File: src/rtl/rhs_frame_assembler.sv
// Collects one-channel-per-beat headstage samples into a full CHANNELS-wide frame.
// Only complete, in-order frames reach raw_data; everything else is dropped and counted.
module rhs_frame_assembler #(
  parameter int DATA_WIDTH     = 16,
  parameter int CHANNELS       = 8,
  parameter int TIMEOUT_CYCLES = 1024,
  localparam int CW = (CHANNELS > 1) ? $clog2(CHANNELS) : 1,
  localparam int TW = $clog2(TIMEOUT_CYCLES + 1)
) (
  input  logic                           clk,
  input  logic                           reset,
  input  logic                           capture_enable,
  input  logic [DATA_WIDTH-1:0]          sample_data,
  input  logic [CW-1:0]                  sample_chan,
  input  logic                           sample_valid,
  input  logic                           err_clear,
  output logic [CHANNELS*DATA_WIDTH-1:0] raw_data,
  output logic                           data_valid,
  output logic                           busy,
  output logic [15:0]                    frame_count,
  output logic [15:0]                    drop_count,
  output logic                           seq_error,
  output logic                           dbg_state
);

  // Input handshake: sample_data/sample_chan are consumed on every cycle with
  // sample_valid=1; there is no backpressure, so a sample is either stored or dropped.

  typedef enum logic {IDLE = 1'b0, COLLECT = 1'b1} state_t;

  state_t                                 state_q, state_d;
  logic [CW-1:0]                          expect_q, expect_d;
  logic [TW-1:0]                          timer_q, timer_d;
  logic [CHANNELS-1:0][DATA_WIDTH-1:0]    shadow_q, shadow_d;
  logic [CHANNELS*DATA_WIDTH-1:0]         raw_data_q, raw_data_d;
  logic                                   data_valid_q, data_valid_d;
  logic [15:0]                            frame_count_q, frame_count_d;
  logic [15:0]                            drop_count_q, drop_count_d;
  logic                                   seq_error_q, seq_error_d;

  logic store, complete, drop, seq_set;

  always_ff @(posedge clk or posedge reset) begin
    if (reset) begin
      state_q       <= IDLE;
      expect_q      <= '0;
      timer_q       <= '0;
      shadow_q      <= '0;
      raw_data_q    <= '0;
      data_valid_q  <= 1'b0;
      frame_count_q <= '0;
      drop_count_q  <= '0;
      seq_error_q   <= 1'b0;
    end else begin
      state_q       <= state_d;
      expect_q      <= expect_d;
      timer_q       <= timer_d;
      shadow_q      <= shadow_d;
      raw_data_q    <= raw_data_d;
      data_valid_q  <= data_valid_d;
      frame_count_q <= frame_count_d;
      drop_count_q  <= drop_count_d;
      seq_error_q   <= seq_error_d;
    end
  end

  always_comb begin
    state_d  = state_q;
    expect_d = expect_q;
    timer_d  = timer_q;
    store    = 1'b0;
    complete = 1'b0;
    drop     = 1'b0;
    seq_set  = 1'b0;
    case (state_q)
      IDLE: begin
        if (capture_enable && sample_valid) begin
          if (sample_chan == '0) begin
            if (CHANNELS == 1) begin
              complete = 1'b1;
            end else begin
              store    = 1'b1;
              expect_d = CW'(1);
              timer_d  = '0;
              state_d  = COLLECT;
            end
          end else begin
            drop = 1'b1;
          end
        end
      end
      COLLECT: begin
        // Disabling capture aborts the frame regardless of what else is on the input.
        if (!capture_enable) begin
          drop    = 1'b1;
          state_d = IDLE;
        end else if (sample_valid) begin
          if (sample_chan == expect_q) begin
            timer_d = '0;
            if (expect_q == CW'(CHANNELS - 1)) begin
              complete = 1'b1;
              state_d  = IDLE;
            end else begin
              store    = 1'b1;
              expect_d = expect_q + CW'(1);
            end
          end else if (sample_chan == '0) begin
            drop     = 1'b1;
            store    = 1'b1;
            expect_d = CW'(1);
            timer_d  = '0;
          end else begin
            drop    = 1'b1;
            seq_set = 1'b1;
            state_d = IDLE;
          end
        end else if (timer_q == TW'(TIMEOUT_CYCLES - 1)) begin
          drop    = 1'b1;
          state_d = IDLE;
        end else begin
          timer_d = timer_q + TW'(1);
        end
      end
      default: state_d = IDLE;
    endcase
    if (state_d == IDLE) begin
      expect_d = '0;
      timer_d  = '0;
    end
  end

  always_comb begin
    shadow_d = shadow_q;
    for (int k = 0; k < CHANNELS; k++) begin
      if (store && (sample_chan == CW'(k))) shadow_d[k] = sample_data;
    end
    // The final beat bypasses the shadow buffer so the frame is published in one step.
    raw_data_d = raw_data_q;
    if (complete) begin
      for (int k = 0; k < CHANNELS; k++) begin
        raw_data_d[k*DATA_WIDTH +: DATA_WIDTH] = (k == CHANNELS - 1) ? sample_data : shadow_q[k];
      end
    end
    data_valid_d  = complete;
    frame_count_d = (complete && (frame_count_q != 16'hFFFF)) ? frame_count_q + 16'd1 : frame_count_q;
    drop_count_d  = (drop && (drop_count_q != 16'hFFFF)) ? drop_count_q + 16'd1 : drop_count_q;
    seq_error_d   = seq_set ? 1'b1 : (err_clear ? 1'b0 : seq_error_q);
  end

  always_comb begin
    busy        = (state_q == COLLECT);
    dbg_state   = state_q;
    raw_data    = raw_data_q;
    data_valid  = data_valid_q;
    frame_count = frame_count_q;
    drop_count  = drop_count_q;
    seq_error   = seq_error_q;
  end

endmodule

File: config.mk
export PLATFORM = sky130hd
export DESIGN_NAME = rhs_frame_assembler
export DESIGN_NICKNAME = d
export VERILOG_FILES = /design/src/rtl/rhs_frame_assembler.sv
export SDC_FILE = /design/constraint.sdc
export NUM_CORES = 1
export LEC_CHECK = 0
export ABC_AREA = 1
export CAP_MARGIN = 10
export CORE_MARGIN = 8
export CORE_UTILIZATION = 50
export CTS_CLUSTER_DIAMETER = 100
export DETAILED_ROUTE_END_ITERATION = 8
export DONT_BUFFER_PORTS = 1
export PLACE_DENSITY = 0.7
export SYNTH_ARGS = -nofsm -noshare
export SYNTH_HDL_FRONTEND = slang
export SYNTH_SLANG_ARGS = --single-unit
File: constraint.sdc
create_clock -name clk -period 28.2 [get_ports clk]
set_input_delay 4.23 -clock clk [delete_from_list [all_inputs] [get_ports clk]]
set_output_delay 4.23 -clock clk [all_outputs]
set_load 0.005 [all_outputs]
; ---- Yosys cells after proc, flatten, opt, wreduce, memory -nomap -nowiden
; Index checks and enable logic that the tools add are counted.
[classes]
add_sub_neg = 4
order_cmp = 0
n_reduce_logical = 14
n_eq_ne = 16
div_mod_pow = 0
n_bitwise = 1
n_mul = 0
shifts = 0
muxes = 45
[ops]
columns = op, count
row1 = 2-to-1 mux 11 bit, 7
row2 = "adder 16 x 1 -> 16 bit, second input constant", 2
row3 = "inequality test 16 bit, second input constant", 2
row4 = 2-to-1 mux 1 bit, 26
row5 = one-hot mux 11 bit (2 select lines), 1
row6 = 2-to-1 mux 3 bit, 7
row7 = "== test 3 bit, second input constant", 4
row8 = "adder 11 x 1 -> 11 bit, second input constant", 1
row9 = "== test 11 x 10 -> 1 bit, second input constant", 1
row10 = logical AND 1 bit, 10
row11 = "inequality test 3 bit, second input constant", 3
row12 = "inequality test 4 bit, second input constant", 2
row13 = "== test 3 x 2 -> 1 bit, second input constant", 2
row14 = one-hot mux 1 bit (2 select lines), 3
row15 = one-hot mux 3 bit (2 select lines), 1
row16 = AND reduction 4 bit, 1
row17 = "adder 3 x 1 -> 3 bit, second input constant", 1
row18 = "== test 3 x 1 -> 1 bit, second input constant", 1
row19 = == test 3 bit, 1
row20 = zero test 3 bit, 1
row21 = AND reduction 3 bit, 1
row22 = nonzero test 2 bit, 1
row23 = NOT 1 bit, 1
[totals]
elab_cells = 95
ramBits = 0
output_inout_bits = 164
latch_bits = 0
register_bits = 289
inputBits = 24
n_memories = 0
romBits = 0

; ---- Longest topological paths before layout
; Gate-level depths: netlist (run 1).
[logic_depth]
depth_word = 8
ltp_mapped = 13
depth_no_buf = 11

; ---- Worst setup path after synthesis (run 1)
; OpenSTA, ideal clock, no wires.
[synth_path]
path_type = input to register
startpoint = input port sample_chan[2]
endpoint = register shadow_q[100] in the netlist's numbering
t_required_ns = 28.084
path_slack_ns = 22.678
setup_ns = 0.116
cell_stages = 13
arrival_ns = 5.406
cell_sequence = buf_6 -> inv_4 -> nand2_1 -> nand2_1 -> nand3_1 -> nand2_1 -> nand3_2 -> nand2_2 -> buf_6 -> nand3_4 -> buf_6 -> nand2_1 -> nand2_1
[synth_via]
elab_chain_len = 7
word_cells_on_any_way = 10
classes_between = 2 x eq/ne / 6 x mux / 2 x reduce/logical
[synth_lines]
columns = item, line
row1 = start: declaration, 14  ; input logic [CW-1:0] sample_chan,
row2 = zero test 3 bit, "78, 107"
row3 = 2-to-1 mux 1 bit, "78, 107"
row4 = 2-to-1 mux 1 bit, 98  ; if (sample_chan == expect_q) begin
row5 = 2-to-1 mux 1 bit, 97  ; end else if (sample_valid) begin
row6 = 2-to-1 mux 1 bit, 94  ; if (!capture_enable) begin
row7 = one-hot mux 1 bit (2 select lines), 75  ; case (state_q)
row8 = logical AND 1 bit (*), 135  ; if (store && (sample_chan == CW'(k))) shadow_d[k] = sample_data;
row9 = end signal: assignment, 58  ; shadow_q <= shadow_d;
row10 = end: declaration, 34  ; logic [CHANNELS-1:0][DATA_WIDTH-1:0] shadow_q, shadow_d;
; Every way passes the cells marked *; elsewhere a longest branch is shown, timed or not.
; A chain may end at the register's enable or synchronous reset.

; ---- Worst setup path after layout (run 1)
[layout_path]
startpoint = input port sample_chan[1]
endpoint = register shadow_q[18] in the netlist's numbering
; The elaborated chain is that of the path after synthesis.

==> results of run 1 <==
-- through the flow --
stage | total power, mW | utilization (%) | cell area [µm²] | hold WS, ns | setup slack, ns
after detailed placement | 0.491 | 50.8 | 12200 | 0.451 | 21.58
final | 0.902 | 55.2 | 13300 | 0.459 | 22.05
after CTS | 0.909 | 55.2 | 13300 | 0.463 | 22.13
after floorplan | 0.479 | - | 12100 | 0.442 | 15.99
after global routing | 0.936 | 55.2 | 13300 | 0.476 | 21.76
after global placement | 0.490 | 50.8 | 12200 | 0.451 | 21.64
-- area by class of cell --
type / count / area (µm²)
Sequential cell: 289 / 7230
Tap cell: 324 / 405
Clock buffer: 44 / 895
Inverter: 79 / 308
Timing Repair Buffer: 8 / 60.1
Multi-Input combinational cell: 952 / 4200
Clock inverter: 11 / 159
Fill cell: 2181 / 10800
-- state kept, by name (all words and copies together) (netlist names) --
signal       count
busy             1
data_valid       1
drop_count      16
expect_q         3
frame_count     16
raw_data       128
seq_error        1
shadow_q       112
timer_q         11
-- worst max-delay path, stage by stage --
cell and delay, ns:
xnor2_1 0.24, nand3_1 0.18, nand2_1 0.11, nand3_2 0.09
nand2_2 0.09, buf_4 0.51, nand2_1 0.68, o21ai_0 0.42
-- placed cells by master, fill, tap and decap left out, types with 2 or more instances in the layout --
cell       count
nand2_1      638
buf_4          8
ha_1           5
o21ai_1        8
clkinv_2       7
xnor2_1        8
nand3b_1       3
nand3_2        2
nor2_2         2
o21ai_2        8
nor2_1        30
xor2_1        17
clkbuf_1       6
nand2_2        4
nand3_1       93
nor3_1        16
nand4_1       12
o21ai_0       90
nor3_2         2
nand2_4        2
clkbuf_16     31
dfrtp_1      289
bufinv_16      4
a21oi_1        5
nand3_4        3
clkbuf_8       7
inv_1         75
-- how the worst max path moves through the flow --
stage                         endpoint  slack, ns            from  cells past startpoint
after detailed placement  shadow_q[18]      21.58  sample_chan[1]                      8
final                     shadow_q[18]      22.05  sample_chan[1]                      8
after global placement    shadow_q[54]      21.64           reset                      3
after CTS                 shadow_q[18]      22.13  sample_chan[1]                      8
after floorplan                   busy      15.99           reset                      1
after global routing      shadow_q[18]      21.76  sample_chan[1]                      8
-- kinds of logic after synthesis --
group,Yosys count
and+or+nand+nor,811
DFF,289
buffers and inverters,137
AOI/OAI and AO/OA,111
xor gates and xnor gates,25
adders and majority gates,5
-- routing by layer --
metal | track usage (%) | vias to the layer above | wire length (µm)
li1 | - | 4292 | -
met1 | 28.7 | 4312 | 13300
met2 | 34.0 | 286 | 14400
met3 | 6.36 | 47 | 3170
met4 | 5.71 | 0 | 697
met5 | 0 | - | 0
-- where the power goes --
part	internal (mW)	total [mW]	switching (mW)
registers	0.432	0.446	0.0135
logic	0.0109	0.0374	0.0265
clock network	0.255	0.419	0.164
total	0.698	0.902	0.204
==> results.md, run 1 <==
- Final cell count without fillers: roughly 1.7k
- Seq/Total Area, Yosys: 59.9%
- Largest area contributor in the netlist: dfrtp_1
- Critical path fanouts, max: 56
- Crit path time final: 6.15 ns
- Critical Path AT: 6.58 ns
- Number of max-cap violations: 0
- Kind of critical path: in2reg
- CP endpoint kind: flop
- Crit start category: primary input
- Antenna Violating Nets Remaining: 0
- Worst endpoint required time: 28.64 ns
- CTS tree: done
- I/O Buffers: 0
- Worst Hold Path EP: raw_data[62]
- Top cells by area, synth: dfrtp_1, nand2_1, nand3_1
- Reg-to-reg slack, setup: about 25 ns
- Status: complete, no violations
- H-Tree Depth: 1
- Peak supply drop: 41.9 µV
- CORE AREA: 24,000 µm²
- Worst hold path stage count: 2
- Main synth FF type: dfrtp_1
- Ys Warns: 0
- Horiz. Die Dim: between 150 and 200 µm
- 1st-pass router iterations: 5
- Clock skew: 0.0116 ns
- Gr usage total: between 20 and 25%
- Hold Crit Start: shadow_q[62]
- Post-Synthesis Cell Area: between 10,000 and 15,000 µm²
- Routability cong.: 0.870
- Max Buffers Root-to-Sink: 3
- Average size of a mapped cell: 8.77 µm²
- DR WL/cell: 18.5 µm
- Yosys top cell area share: approximately 60%
- Reg-to-reg endpoint: shadow_q[18]
- Synthesized-area fraction occupied by xor and xnor cells: about 1.8%
- Multiplexer area fraction after synthesis: 0%
- Synthesis-stage register bit count: 289
- Hold WC Path Type: reg2reg
- Io pins: around 190
- Vias: 8,937
- Post-synthesis async set-or-reset flop share: 100%
- Hold Vio Cnt, Final: 0
- Nets@finish: about 1.4k
- R2R depth: 7
- Worst R2R Start: busy
- First-pass GRT wire length: between 40 and 50 mm
- Num CTS Buffers: 30
- Num rows: 57
- Mapped Nets: 1,407
- Routed wire length: between 30 and 40 mm
- DRC Markers: 0
- Layout area overhead: 9.77%
- Remaining global-route overflow: 0
- Leakage: 7.09 nW
- ANT cells: 0
- Largest net degree at the start of global routing: 112
- # hold bufs at CTS: 0
- Synth Area in Adders: 0.518%
- Initial Utilization: about half
- Slew HR: 25.2%
- Setup TNS: 0 ns
- Root Driver: clkbuf_16
- Initial antenna violation count: 0
- Final period utilization: between 20% and 30%
- Post_cts resized: 0
- Die Y: 171 µm
- Fmax: between 150 and 200 MHz
- Vias per cell: ~5.2
- Clock Latency Late Sink: 0.55 ns
- Tightest Pin Transition: around 1.1 ns
- Clock sinks: between 200 and 300
- # setup viols final: 0
- Synth top cells by count: nand2_1, dfrtp_1, nand3_1, o21ai_0, inv_1
- PD cells: roughly 68 nW/µm²
- Share of cells above drive strength 1: under 10%
- RSZ-0062 raised after global routing: no
- Vias in the first global route: ~8.7k
- Cells after Synth: 1,378
- Synth cell types: 33
- Clock-pin slew on the worst setup and hold paths: 0.06 ns
- Number of flops mapped to enable cells by yosys: 0
- Post-DP HPWL: ~21 mm
- Max-slew violations: 0
- Synth Area in Compound Gates: 4.85%
- Detailed router's first-iteration violation count: ~830
- Largest family of logic cells by synthesized area: simple AND/OR/NAND/NOR gates
- Post CTS Setup Buffer Count: 0
- Post-Synth Simple-Gate Area: 27.5%
- Dpl cells: approximately 1.7k
- Most frequent cell after synthesis: nand2_1
- Die area: 29,400 µm²
(Power assumes the default switching activity.)
==> inputs of run 2 (changes only) <==
ABC_AREA = 0   (was 1)
clock period = 6.2 ns   (was 28.2 ns; I/O delays follow)
==> run 2 against run 1 <==
  * Setup slack got worse by 19 ns
  * Cell count fell by 38%
  * Total power rose to 4.3 times the previous value
  * Die area fell by 3.9%
  * Core utilization rose by 1.4 points
  * Critical endpoint is now frame_count[5]
  * Largest power group unchanged
  * Highest routed layer unchanged
==> results.md, run 2 <==
- Post-DP Area: 11,800 µm²
- Post-synthesis async set-or-reset flop share: 100%
- Fillers: 1,782
- Post-DP HPWL: 16.7 mm
- Remaining global-route overflow: 0
- Antenna Violating Nets Remaining: 0
- Main synth FF type: dfrtp_1
- Synth cell types: 54
- Critical path fanouts, max: 62
- Most frequent cell after synthesis: dfrtp_1
- Num CTS Buffers: 29
- Clock skew: between 0.007 and 0.008 ns
- Worst endpoint required time: 6.60 ns
- Yosys top cell area share: roughly 63%
- Crit path from: expect_q[0]
- Post-Synthesis Cell Area: 11,600 µm²
- Root Driver: clkbuf_16
- Layout area overhead: 10.9%
- Die Y: 168 µm
- Detailed router's first-iteration violation count: 391
- Clock Latency Late Sink: 0.52 ns
- First-pass GRT wire length: roughly 40 mm
- Vias per cell: 5.78
- Kind of critical path: reg2reg
- Number of max-cap violations: 0
- Clock-pin slew on the worst setup and hold paths: ~0.06 ns
- Cells after Synth: 752
- Crit start category: flop
- Number of flops mapped to enable cells by yosys: 0
- Gr usage total: 17.4%
- Synthesis-stage register bit count: slightly below 300
- Hold Vio Cnt, Final: 0
- Most common cell after layout, fill and taps aside: dfrtp_1
- Post CTS Setup Buffer Count: 0
- Seq/Total Area, Yosys: a little over three fifths
- Mapped Nets: 781
- PD cells: 303 nW/µm²
- Num rows: 55
- Finished Cell Area: 12,800 µm²
- Leakage: 6.72 nW
- Commonest cells after routing, fill and taps aside: dfrtp_1, mux2_1, mux2_2, clkbuf_16, nor2_1
- # hold bufs at CTS: 0
- ANT cells: 0
- Tightest Pin Transition: 0.983 ns
- Die area: ~28,000 µm²
- Ys Warns: 0
- I/O Buffers: 0
- Largest area contributor in the netlist: dfrtp_1
- Initial Utilization: 51.0%
- H-Tree Depth: 1
- Worst R2R Start: expect_q[0]
- Nets@finish: 786
- Critical Path AT: 3.31 ns
- Vias in the first global route: approximately 6.7k
- Average size of a mapped cell: 15.4 µm²
- Max Buffers Root-to-Sink: 3
- CP endpoint kind: flop
- Status: complete, no violations
- Final period utilization: 46.9%
- Top cells by area, synth: dfrtp_1, mux2_1, mux2_2
- CTS tree: done
- DR WL/cell: between 20 and 25 µm
- Post_cts resized: 0
- Slew HR: 34.5%
- Crit path time final: roughly 2.9 ns
- Routed wire length: 24.3 mm
- 1st-pass router iterations: 5
- Largest net degree at the start of global routing: 152
- DRC Markers: 0
- Horiz. Die Dim: between 150 and 200 µm
- Max-slew violations: 0
- Routability cong.: around 0.79
- CORE AREA: 22,600 µm²
- Peak supply drop: 194 µV
- RSZ-0062 raised after global routing: no
- Setup TNS: 0 ns
- Initial antenna violation count: 0
- Fmax: 344 MHz
- Hold WC Path Type: in2async
- Clock sinks: between 200 and 300
- Max reg flops: 128
- Synth top cells by count: dfrtp_1, mux2_1, mux2_2, nor2_1
- Vias: about 6k
- # setup viols final: 0
- Share of cells above drive strength 1: 14.1%
- Io pins: between 150 and 200
==> run 2: logic make-up after synthesis <==
family / share of synthesized area [%]
xor+xnor: 2.97
buf+inv: 1.62
compound gates: 1.71
fa+ha+maj: 0.541
mux: 23.8
flops: 62.6
simple gates: 6.74
==> run 2: critical path, stage by stage (launching register included) <==
cell and delay (ns):
dfrtp_1 0.47, ha_1 0.20, ha_1 0.37, and4_1 0.31
nand4_4 0.11, buf_4 0.38, a211oi_2 0.56, nand3_1 0.19
xnor2_1 0.16
==> run 2: per-stage QoR <==
step / setup WS, ns / cells / util [%] / hold slack, ns / power [mW]
2_1_floorplan: 1.44 / 752 / - / 0.450 / 2.09
3_3_place_gp: 3.30 / 1011 / 52.2 / 0.462 / 2.11
3_5_place_dp: 3.20 / 1011 / 52.2 / 0.466 / 2.12
4_1_cts: 3.27 / 1063 / 56.6 / 0.483 / 3.93
5_1_grt: 3.09 / 1063 / 56.6 / 0.497 / 4.03
6_report: 3.29 / 1063 / 56.6 / 0.452 / 3.88
==> run 2: worst paths after layout <==
path / slack (ns) / end / depth (start not counted)
setup / recovery: 3.29 / frame_count[5] / 8
hold / removal: 0.45 / frame_count[1] / 2
setup reg to reg: 3.29 / frame_count[5] / 8
hold reg to reg: 0.48 / shadow_q[1] / 1
max in group asynchronous: 4.53 / raw_data[39] / 3
min in group clk: 0.48 / shadow_q[1] / 1
==> run 2: cell type report <==
| cell class | instances | area [µm²] | area share (%) |
|---|---|---|---|
| inverter | 6 | 26.3 | 0.205 |
| tap | 285 | 357 | 2.78 |
| clock buffer | 40 | 837 | 6.53 |
| clock inverter | 12 | 165 | 1.29 |
| sequential | 289 | 7230 | 56.4 |
| multi-input combinational | 427 | 4150 | 32.3 |
| timing repair buffer | 4 | 55.1 | 0.429 |
==> run 2: power by group <==
part	internal, mW	switching [mW]
logic	0.0436	0.0644
registers	1.93	0.0451
clock network	1.10	0.688
total	3.08	0.798
==> run 2: layer usage <==
metal / GRT usage [%] / wire, µm / vias to the layer above
met5: 0 / 0 / -
met4: 4.04 / 463 / 0
met3: 6.95 / 2630 / 36
met2: 28.4 / 11500 / 207
met1: 21.6 / 9690 / 3215
li1: - / - / 2691
==> inputs of run 3 (changes only) <==
PLACE_DENSITY = 0.73   (was 0.7)
clock period = 2.4 ns   (was 6.2 ns; I/O delays follow)
==> run 3 against run 2 <==
  * Final area up 3.7%
  * Fmax up 29%
  * Count of clock-buffer cells in the layout up 6
  * Wire length up 6.9%
  * Sequential power rose to 2.6 times the previous value
  * Critical path type unchanged
  * Non-clock buffer count up 49
  * Global-route usage up 1.1 points
  * Combinational power rose to 3.9 times the previous value
  * Core utilization up 2.1 points
  * Critical endpoint is now raw_data[115]
==> results.md, run 3 (same netlist as run 2, synthesis figures left out) <==
- Final period utilization: a little over nine tenths
- Horiz. Die Dim: 168 µm
- Fmax: 444 MHz
- Post-DP Area: 12,100 µm²
- Detailed router's first-iteration violation count: 483
- Delay of the slowest critical-path stage: 0.42 ns
- Finished Cell Area: approximately 13,000 µm²
- Final cell count without fillers: 1,118
- Share of cells above drive strength 1: 16.9%
- Total power: 9.92 mW
- Post CTS Setup Buffer Count: 0
- RSZ-0062 raised after global routing: no
- CORE AREA: approximately 23,000 µm²
- Dpl ws: 0.114 ns
- Status: complete, no violations
- Critical Path AT: 2.67 ns
- Setup TNS: 0 ns
- Post-DP HPWL: 18.3 mm
- Gr usage total: a little under a fifth
- Dpl cells: 1,040
- Critical path fanouts, max: 36
- Num rows: 55
- Vias in the first global route: 7,096
- Antenna Violating Nets Remaining: 0
- Crit path time final: 2.25 ns
- Number of max-cap violations: 0
- Clock-pin slew on the worst setup and hold paths: about 0.060 ns
- Fin worst setup slack: between 0.1 and 0.15 ns
- Peak supply drop: 580 µV
- Hold slack: 0.0813 ns
- Kind of critical path: reg2reg
- Commonest cells after routing, fill and taps aside: dfrtp_1, mux2_1, mux2_2, clkbuf_16, buf_4
- Reg area: ~7200 µm²
- Leakage: roughly 7.0 nW
- Multi-input logic area: 4170 µm²
- # setup viols final: 0
- DR WL/cell: around 23 µm
- Root Driver: clkbuf_16
- Vias: between 6k and 7k
- Initial Utilization: 51.0%
- Crit start category: flop
- Routability cong.: 0.812
- CTS tree: done
- Layout area overhead: 15.1%
- Max reg flops: 128
- First-pass GRT wire length: approximately 42 mm
- Tightest Pin Transition: 0.599 ns
- Io pins: 188
- PD cells: 746 nW/µm²
- Clock skew: 0.00923 ns
- Clock Latency Late Sink: about 0.55 ns
- Worst path slowest cell: dfrtp_1
- CP most frequent cell: ha_1
- I/O Buffers: 0
- Die Y: between 150 and 200 µm
- Die area: 28,200 µm²
- Fillers: 1,686
- DRC Markers: 0
- Max Buffers Root-to-Sink: 3
- Core Util, Final: between 50% and 60%
- Crit-path cells: ha_1 -> ha_1 -> and4_1 -> nand4_4 -> buf_12 -> buf_4 -> mux2_2
- Initial antenna violation count: 2
- Vias per cell: 5.68
- Hold WC Path Type: in2reg
- Clock sinks: slightly below 300
- Worst endpoint required time: 2.82 ns
- Remaining global-route overflow: 0
- CP endpoint kind: flop
- Most common cell after layout, fill and taps aside: dfrtp_1
- H-Tree Depth: 1
- Nets@finish: 836
- Max-slew violations: 0
- Slew HR: 60.0%
- Num CTS Buffers: 30
- Largest net degree at the start of global routing: 68
- 1st-pass router iterations: 5
- Routed wire length: 26.0 mm
- Hold Vio Cnt, Final: 0
## run 3: cell count changes in the layout (fill, tap and decap cells not counted), moves of 2 or more
cell and delta:
dlygate4sd3_1 +20, bufinv_16 -4, buf_12 +5, clkbuf_8 +3, clkbuf_1 +2, buf_4 +24
diode_2 +3, clkinvlp_4 -2, clkinv_2 +2
## run 3: path summary, 6_finish.rpt
path / start / endpoint / slack [ns] / cells past startpoint
max: expect_q[1] / raw_data[115] / 0.15 / 7
min: sample_chan[0] / expect_q[0] / 0.08 / 2
max reg2reg: expect_q[1] / raw_data[115] / 0.15 / 7
min reg2reg: shadow_q[91] / raw_data[91] / 0.47 / 1
max in group asynchronous: reset / raw_data[116] / 1.25 / 3
min in group asynchronous: reset / raw_data[10] / 0.35 / 2
## run 3: power breakdown
group / switching, mW / internal [mW] / leakage (nW)
combinational: 0.250 / 0.166 / 2.49
clock: 1.81 / 2.60 / 0.487
sequential: 0.0929 / 4.99 / 4.00
total: 2.16 / 7.76 / 6.97
## run 3: final cells by class
class                           count  area share [%]
Multi-Input combinational cell    427            31.4
Inverter                            6           0.198
Antenna cell                        3          0.0564
Clock inverter                      9           0.423
Clock buffer                       46            6.85
Tap cell                          285            2.68
Sequential cell                   289            54.4
Timing Repair Buffer               53            4.03
## run 3: layer usage
layer	part of all wire, %	track usage, %	vias to the layer above	routed length, µm
met5	0	0	-	0
met4	1.7	5.20	0	448
met3	9.1	6.41	39	2380
met2	50	31.4	187	12900
met1	39	22.2	3302	10200
li1	-	-	2820	-
## run 3: timing repair
| action | CTS | global route |
|---|---|---|
| setup endpoints to repair | 0 | 8 |
| hold buffers | 20 | 0 |
| endpoints found under the hold margin | 143 | 0 |
| resized for setup | 0 | 3 |
## run 3: worst max-delay path: cells and delay by family (launching register included)
kind	cells	cell delay, ns
DFF	1	0.42
buffers and inverters	2	0.51
and+or+nand+nor	2	0.43
adders and majority gates	2	0.40
muxes	1	0.35
